===== src/rtl/bram_fifo_pkg.sv =====
// Shared constants for the block-RAM FIFO controller and its output buffer.
package bram_fifo_pkg;

  localparam int DATA_W_DEF = 36;               // RAM word width
  localparam int ADDR_W_DEF = 10;               // RAM address width
  localparam int DEPTH      = 1 << ADDR_W_DEF;  // RAM words
  localparam int OB_DEPTH   = 2;                // prefetch buffer entries
  localparam int COUNT_W    = ADDR_W_DEF + 2;   // holds 0..DEPTH+OB_DEPTH

  typedef logic [DATA_W_DEF-1:0] word_t;

endpackage


===== src/rtl/bram_fifo_outbuf.sv =====
// Small output queue fed by RAM read data; presents the head word on a
// valid/ready stream. The parent only pushes when it has reserved room.
module bram_fifo_outbuf
  import bram_fifo_pkg::*;
#(
  parameter int DATA_W = DATA_W_DEF
) (
  input  logic              clk,
  input  logic              rst,
  input  logic              push_i,
  input  logic [DATA_W-1:0] push_data_i,
  input  logic              pop_i,
  output logic              valid_o,
  output logic [DATA_W-1:0] data_o,
  output logic [1:0]        count_o
);

  localparam int PTR_W = $clog2(OB_DEPTH);

  logic [DATA_W-1:0] mem_q [OB_DEPTH];
  logic [PTR_W-1:0]  head_q, head_d;
  logic [PTR_W-1:0]  tail_q, tail_d;
  logic [1:0]        count_q, count_d;
  logic              pop_ok;

  assign pop_ok  = pop_i && (count_q != 2'd0);
  assign valid_o = (count_q != 2'd0);
  assign data_o  = mem_q[head_q];
  assign count_o = count_q;

  // Next pointers and occupancy; push and pop may coincide.
  always_comb begin
    head_d  = head_q + PTR_W'(pop_ok);
    tail_d  = tail_q + PTR_W'(push_i);
    count_d = count_q;
    case ({push_i, pop_ok})
      2'b10:   count_d = count_q + 2'd1;
      2'b01:   count_d = count_q - 2'd1;
      default: count_d = count_q;
    endcase
  end

  // Pointer and occupancy registers.
  always_ff @(posedge clk) begin
    if (rst) begin
      head_q  <= '0;
      tail_q  <= '0;
      count_q <= '0;
    end else begin
      head_q  <= head_d;
      tail_q  <= tail_d;
      count_q <= count_d;
    end
  end

  // One storage register per entry, written when the tail points at it.
  for (genvar gi = 0; gi < OB_DEPTH; gi++) begin : g_entry
    // Capture incoming RAM data into this slot; cleared so m_data resets to 0.
    always_ff @(posedge clk) begin
      if (rst) begin
        mem_q[gi] <= '0;
      end else if (push_i && (tail_q == PTR_W'(gi))) begin
        mem_q[gi] <= push_data_i;
      end
    end
  end

endmodule


===== src/rtl/bram_fifo_ctrl.sv =====
// FIFO controller in front of a simple-dual-port block RAM. Writes go to
// port A, reads are prefetched through port B into a 2-entry output buffer.
// Reads win over writes so the RAM never sees both ports active together.
module bram_fifo_ctrl
  import bram_fifo_pkg::*;
#(
  parameter int DATA_W = DATA_W_DEF,
  parameter int ADDR_W = ADDR_W_DEF
) (
  input  logic              clk,
  input  logic              rst,
  input  logic              s_valid,
  output logic              s_ready,
  input  logic [DATA_W-1:0] s_data,
  output logic              m_valid,
  input  logic              m_ready,
  output logic [DATA_W-1:0] m_data,
  output logic [ADDR_W+1:0] count,
  output logic              full,
  output logic              empty,
  output logic              ram_wen,
  output logic [ADDR_W-1:0] ram_waddr,
  output logic [DATA_W-1:0] ram_wdata,
  output logic              ram_ren,
  output logic [ADDR_W-1:0] ram_raddr,
  input  logic [DATA_W-1:0] ram_rdata
);

  logic [ADDR_W-1:0] wr_ptr_q, wr_ptr_d;
  logic [ADDR_W-1:0] rd_ptr_q, rd_ptr_d;
  logic [ADDR_W:0]   ram_count_q, ram_count_d;
  logic              inflight_q, inflight_d;
  logic [ADDR_W+1:0] count_q, count_d;
  logic [1:0]        ob_count;
  logic [2:0]        credit_used;
  logic              rd_req;
  logic              out_hs;

  // Words already committed to the output side; a pop this cycle is not
  // counted so the read decision depends only on registered state.
  assign credit_used = {1'b0, ob_count} + {2'b00, inflight_q};

  assign full    = (ram_count_q == {1'b1, {ADDR_W{1'b0}}});
  assign empty   = (count_q == '0);
  assign count   = count_q;
  assign rd_req  = !rst && (ram_count_q != '0) && (credit_used < 3'(OB_DEPTH));
  assign ram_ren   = rd_req;
  assign ram_raddr = rd_ptr_q;
  assign s_ready   = !rst && !full && !rd_req;
  assign ram_wen   = s_valid && s_ready;
  assign ram_waddr = wr_ptr_q;
  assign ram_wdata = s_data;
  assign out_hs    = m_valid && m_ready;

  // Next-state for pointers, RAM occupancy, in-flight flag and total count.
  always_comb begin
    wr_ptr_d    = wr_ptr_q + ADDR_W'(ram_wen);
    rd_ptr_d    = rd_ptr_q + ADDR_W'(ram_ren);
    inflight_d  = ram_ren;
    ram_count_d = ram_count_q;
    if (ram_wen) begin
      ram_count_d = ram_count_q + 1'b1;
    end else if (ram_ren) begin
      ram_count_d = ram_count_q - 1'b1;
    end
    count_d = count_q;
    case ({ram_wen, out_hs})
      2'b10:   count_d = count_q + 1'b1;
      2'b01:   count_d = count_q - 1'b1;
      default: count_d = count_q;
    endcase
  end

  // State registers; clearing inflight drops any read pending at reset.
  always_ff @(posedge clk) begin
    if (rst) begin
      wr_ptr_q    <= '0;
      rd_ptr_q    <= '0;
      ram_count_q <= '0;
      inflight_q  <= 1'b0;
      count_q     <= '0;
    end else begin
      wr_ptr_q    <= wr_ptr_d;
      rd_ptr_q    <= rd_ptr_d;
      ram_count_q <= ram_count_d;
      inflight_q  <= inflight_d;
      count_q     <= count_d;
    end
  end

  bram_fifo_outbuf #(
    .DATA_W(DATA_W)
  ) u_outbuf (
    .clk        (clk),
    .rst        (rst),
    .push_i     (inflight_q),
    .push_data_i(ram_rdata),
    .pop_i      (m_ready),
    .valid_o    (m_valid),
    .data_o     (m_data),
    .count_o    (ob_count)
  );

endmodule

===== config.mk =====
export PLATFORM = sky130hd
export DESIGN_NAME = bram_fifo_ctrl
export DESIGN_NICKNAME = d
export VERILOG_FILES = /design/src/rtl/bram_fifo_pkg.sv /design/src/rtl/bram_fifo_outbuf.sv /design/src/rtl/bram_fifo_ctrl.sv
export SDC_FILE = /design/constraint.sdc
export NUM_CORES = 1
export LEC_CHECK = 0
export ABC_CLOCK_PERIOD_IN_PS = 12700
export BUFFER_PORTS_ARGS = -buffer_cell sky130_fd_sc_hd__buf_2
export CORE_ASPECT_RATIO = 0.75
export CORE_MARGIN = 2
export CORE_UTILIZATION = 40
export CTS_CLUSTER_DIAMETER = 30
export DETAILED_ROUTE_END_ITERATION = 10
export SETUP_SLACK_MARGIN = 0.15
export SYNTH_ARGS = -nofsm -noshare
export SYNTH_HDL_FRONTEND = slang
export SYNTH_SLANG_ARGS = --single-unit

===== constraint.sdc =====
create_clock -name clk -period 12.7 [get_ports clk]
set_clock_uncertainty 0.1 [all_clocks]
set_input_delay 2.54 -clock clk [delete_from_list [all_inputs] [get_ports clk]]
set_output_delay 2.54 -clock clk [all_outputs]
set_load 0.005 [all_outputs]

==> qor.txt <==
Combinational Power Share: 34.8%
Clock-pin transition on the worst setup and hold timing paths: 50 ps
Largest area contributor in the netlist: edfxtp_1
First drt pass iteration count: 4
Max-cap violations: 0
Int Pwr: 1.09 mW
# clock sinks: 120
Register area share after synthesis: 48.8%
Longest Clk Path Bufs: 2
Vias: 4422
Most used cell, CP: buf_2
Peak VDD IR: 102 uV
YS warnings: 0
Netlist Area Pre-Place: 6390 um2
Compound-cell area share of the yosys netlist: 9.04%
Asr flop ratio synth: 0%
Diode count: 0
First DRT Iteration DRCs: 304
Hold-fix buffers, CTS: 0
Fillers: 1450
Yosys cell types: 64
P per Cell Area: 223 nW/um2
Routability cong.: 0.833
Synth Area in Adders: 4.03%
EDFF count, synth: 72
Crit Path Category: input pin to primary output
Critical Path Sink Type: primary output
Fraction of layout cells with a size suffix above 1: 25.8%
Switching Fraction: 33.8%
Global Route Usage Sum: 16.4%
RSZ-0062 raised after global routing: no
Max Freq: 0.147 GHz
Status: finished clean
R2R setup slack: 7760 ps
Setup TNS: 0 ps
Share of the synthesized area in the top cell type: 33.8%
Final setup vio count: 0
#FFs+latches synth: 120
# H-tree levels: 4
Most numerous cell in the Yosys netlist: and2_1
Die area: 17000 um2
Largest family of logic cells by synthesized area: simple AND/OR/NAND/NOR gates
Critical Path RT: 10060 ps
Setup bufs post-CTS: 0
Crit path max fanout: 53
# rows: 39
TritonCTS Buffers: 17
Post-Syn Instances: 590
HP Class: flip-flop to flip-flop
Die width: 150 um
Nets: 753
Clock Latency Late Sink: 410 ps
Post-Syn Area per Cell: 10.8 um2
CTS tree: yes
CP max-delay cell: buf_2
Mapped Nets: 686
P_sw: 0.559 mW
Core area: 15400 um2
Starting density of the core: 41.5%
DRT antenna net count: 0
Antenna violations before repair: 0
Final total power: 1.65 mW
Synth top cells by count: and2_1, edfxtp_1, dfxtp_1
Post-synthesis xor/xnor area fraction: 4.79%
Die Span Y: 113 um
Leak: 3.19 nW
Hpwl dp: 8980 um
Synth Area in Simple Gates: 18.2%
Top_reg_cell synth: edfxtp_1
Hold Vio Cnt, Final: 0
Worst setup SP type: input pin
Vias in the first global route: 4373
Post-synthesis mux area share: 8.26%
Largest net degree at the start of global routing: 54
Final WL: 13700 um
Port Buffer Count: 113
Fin crit share: 53.5%
Area Growth Syn to Fin: 16.0%
Clock root cell: clkbuf_16
Sequential Power Share: 36.8%
First-pass GRT wire length: 21900 um
Crit-path max cell delay: 780 ps
Slew @ Worst Pin: 1050 ps
CP cell instances: buf_2, a211o_1, o21ai_1, nor2b_1, buf_2
DRC Markers: 0
Max-slew violations: 0
DR vias/cell: 5.05
Max-slew headroom: 29.7%
Total gr overflow: 0
Top Ports: 186
Avg WL per Cell: 15.7 um
Final Critical Period: 6800 ps
Synth top area cells: edfxtp_1, dfxtp_1, and2_1, mux2_1, buf_4
Clk pwr share: 28.4%
WP data arrival: 4160 ps
Cts repair resizes: 0
-- critical path, delay by kind of cell --
family / cells / cell delay, ps
AND/OR/NAND/NOR: 1 / 250
buffers and inverters: 2 / 950
AO/OA/AOI/OAI: 2 / 410
-- sequential cells by signal, summed over array words and instances (netlist names) --
| register | flops |
|---|---|
| u_outbuf.mem_q | 72 |
| count | 12 |
| ram_count_q | 11 |
| ram_raddr | 10 |
| ram_waddr | 10 |
| u_outbuf.count_o | 2 |
| inflight_q | 1 |
| u_outbuf.head_q | 1 |
| u_outbuf.tail_q | 1 |
-- final cells by class --
type / instances / area (um2) / area share, %
clock buffers: 17 / 425 / 5.73
repair buffers: 115 / 581 / 7.83
multi-input cells: 392 / 2840 / 38.3
flip-flops and latches: 120 / 3120 / 42.1
well taps: 205 / 256 / 3.46
inverters: 11 / 41.3 / 0.557
clock inverters: 15 / 153 / 2.06
-- stage by stage --
step | util, % | setup WS (ps) | cells | cell area [um2] | hold slack [ps]
after floorplan | - | 6430 | 590 | 6390 | 379
after global placement | 44.4 | 5850 | 843 | 6840 | 398
after detailed placement | 44.4 | 5630 | 843 | 6840 | 400
after CTS | 48.1 | 5850 | 875 | 7420 | 417
after global routing | 48.1 | 5540 | 875 | 7420 | 447
final | 48.1 | 5900 | 875 | 7420 | 416
-- worst paths after layout --
| kind | startpoint | to | cells past startpoint |
|---|---|---|---|
| setup / recovery | rst | ram_wen | 5 |
| hold / removal | ram_waddr[9] | ram_waddr[9] | 2 |
| setup reg to reg | ram_count_q[0] | count[8] | 15 |
| hold reg to reg | ram_waddr[9] | ram_waddr[9] | 2 |
-- logic make-up (layout without fill, tap and decap cells) --
kind of cell	after synthesis	in the layout
compound gates	87	87
xor+xnor	35	35
fa+ha+maj	20	20
buf+inv	78	158
flops	120	120
mux	48	48
simple gates	202	202
-- cell usage in the layout (no fill, tap or decap), types with 4 or more instances in the layout --
cell and instances:
o21ai_1 9, nand2_1 13, o21ai_0 7, nor3_1 10
edfxtp_1 72, clkinvlp_4 4, and3_1 7, mux2_1 30
buf_2 113, nor2_2 7, inv_1 9, o21a_1 9
and2_1 73, mux2_2 8, a211o_1 5, clkbuf_16 17
a21o_1 5, mux2i_1 10, o22ai_1 4, nor2_1 32
nor2b_1 8, nand3_1 15, or3_1 8, ha_1 19
xor2_1 20, xnor2_1 15, dfxtp_1 47, a21oi_1 22
-- per-layer routing --
| metal | up-vias | GRT usage (%) | wire length (um) |
|---|---|---|---|
| li1 | 2196 | - | - |
| met1 | 2076 | 20.7 | 6210 |
| met2 | 112 | 26.5 | 6490 |
| met3 | 38 | 5.16 | 724 |
| met4 | 0 | 6.16 | 285 |
| met5 | - | 0 | 0 |
-- power groups by stage --
stage,sequential (mW),combinational [mW],clock (mW)
final,0.609,0.575,0.469
after global placement,0.611,0.572,0
after CTS,0.610,0.585,0.479
after floorplan,0.569,0.455,0
after global routing,0.623,0.648,0.500
after detailed placement,0.617,0.581,0
No activity file was read; power rests on OpenSTA's default activity.
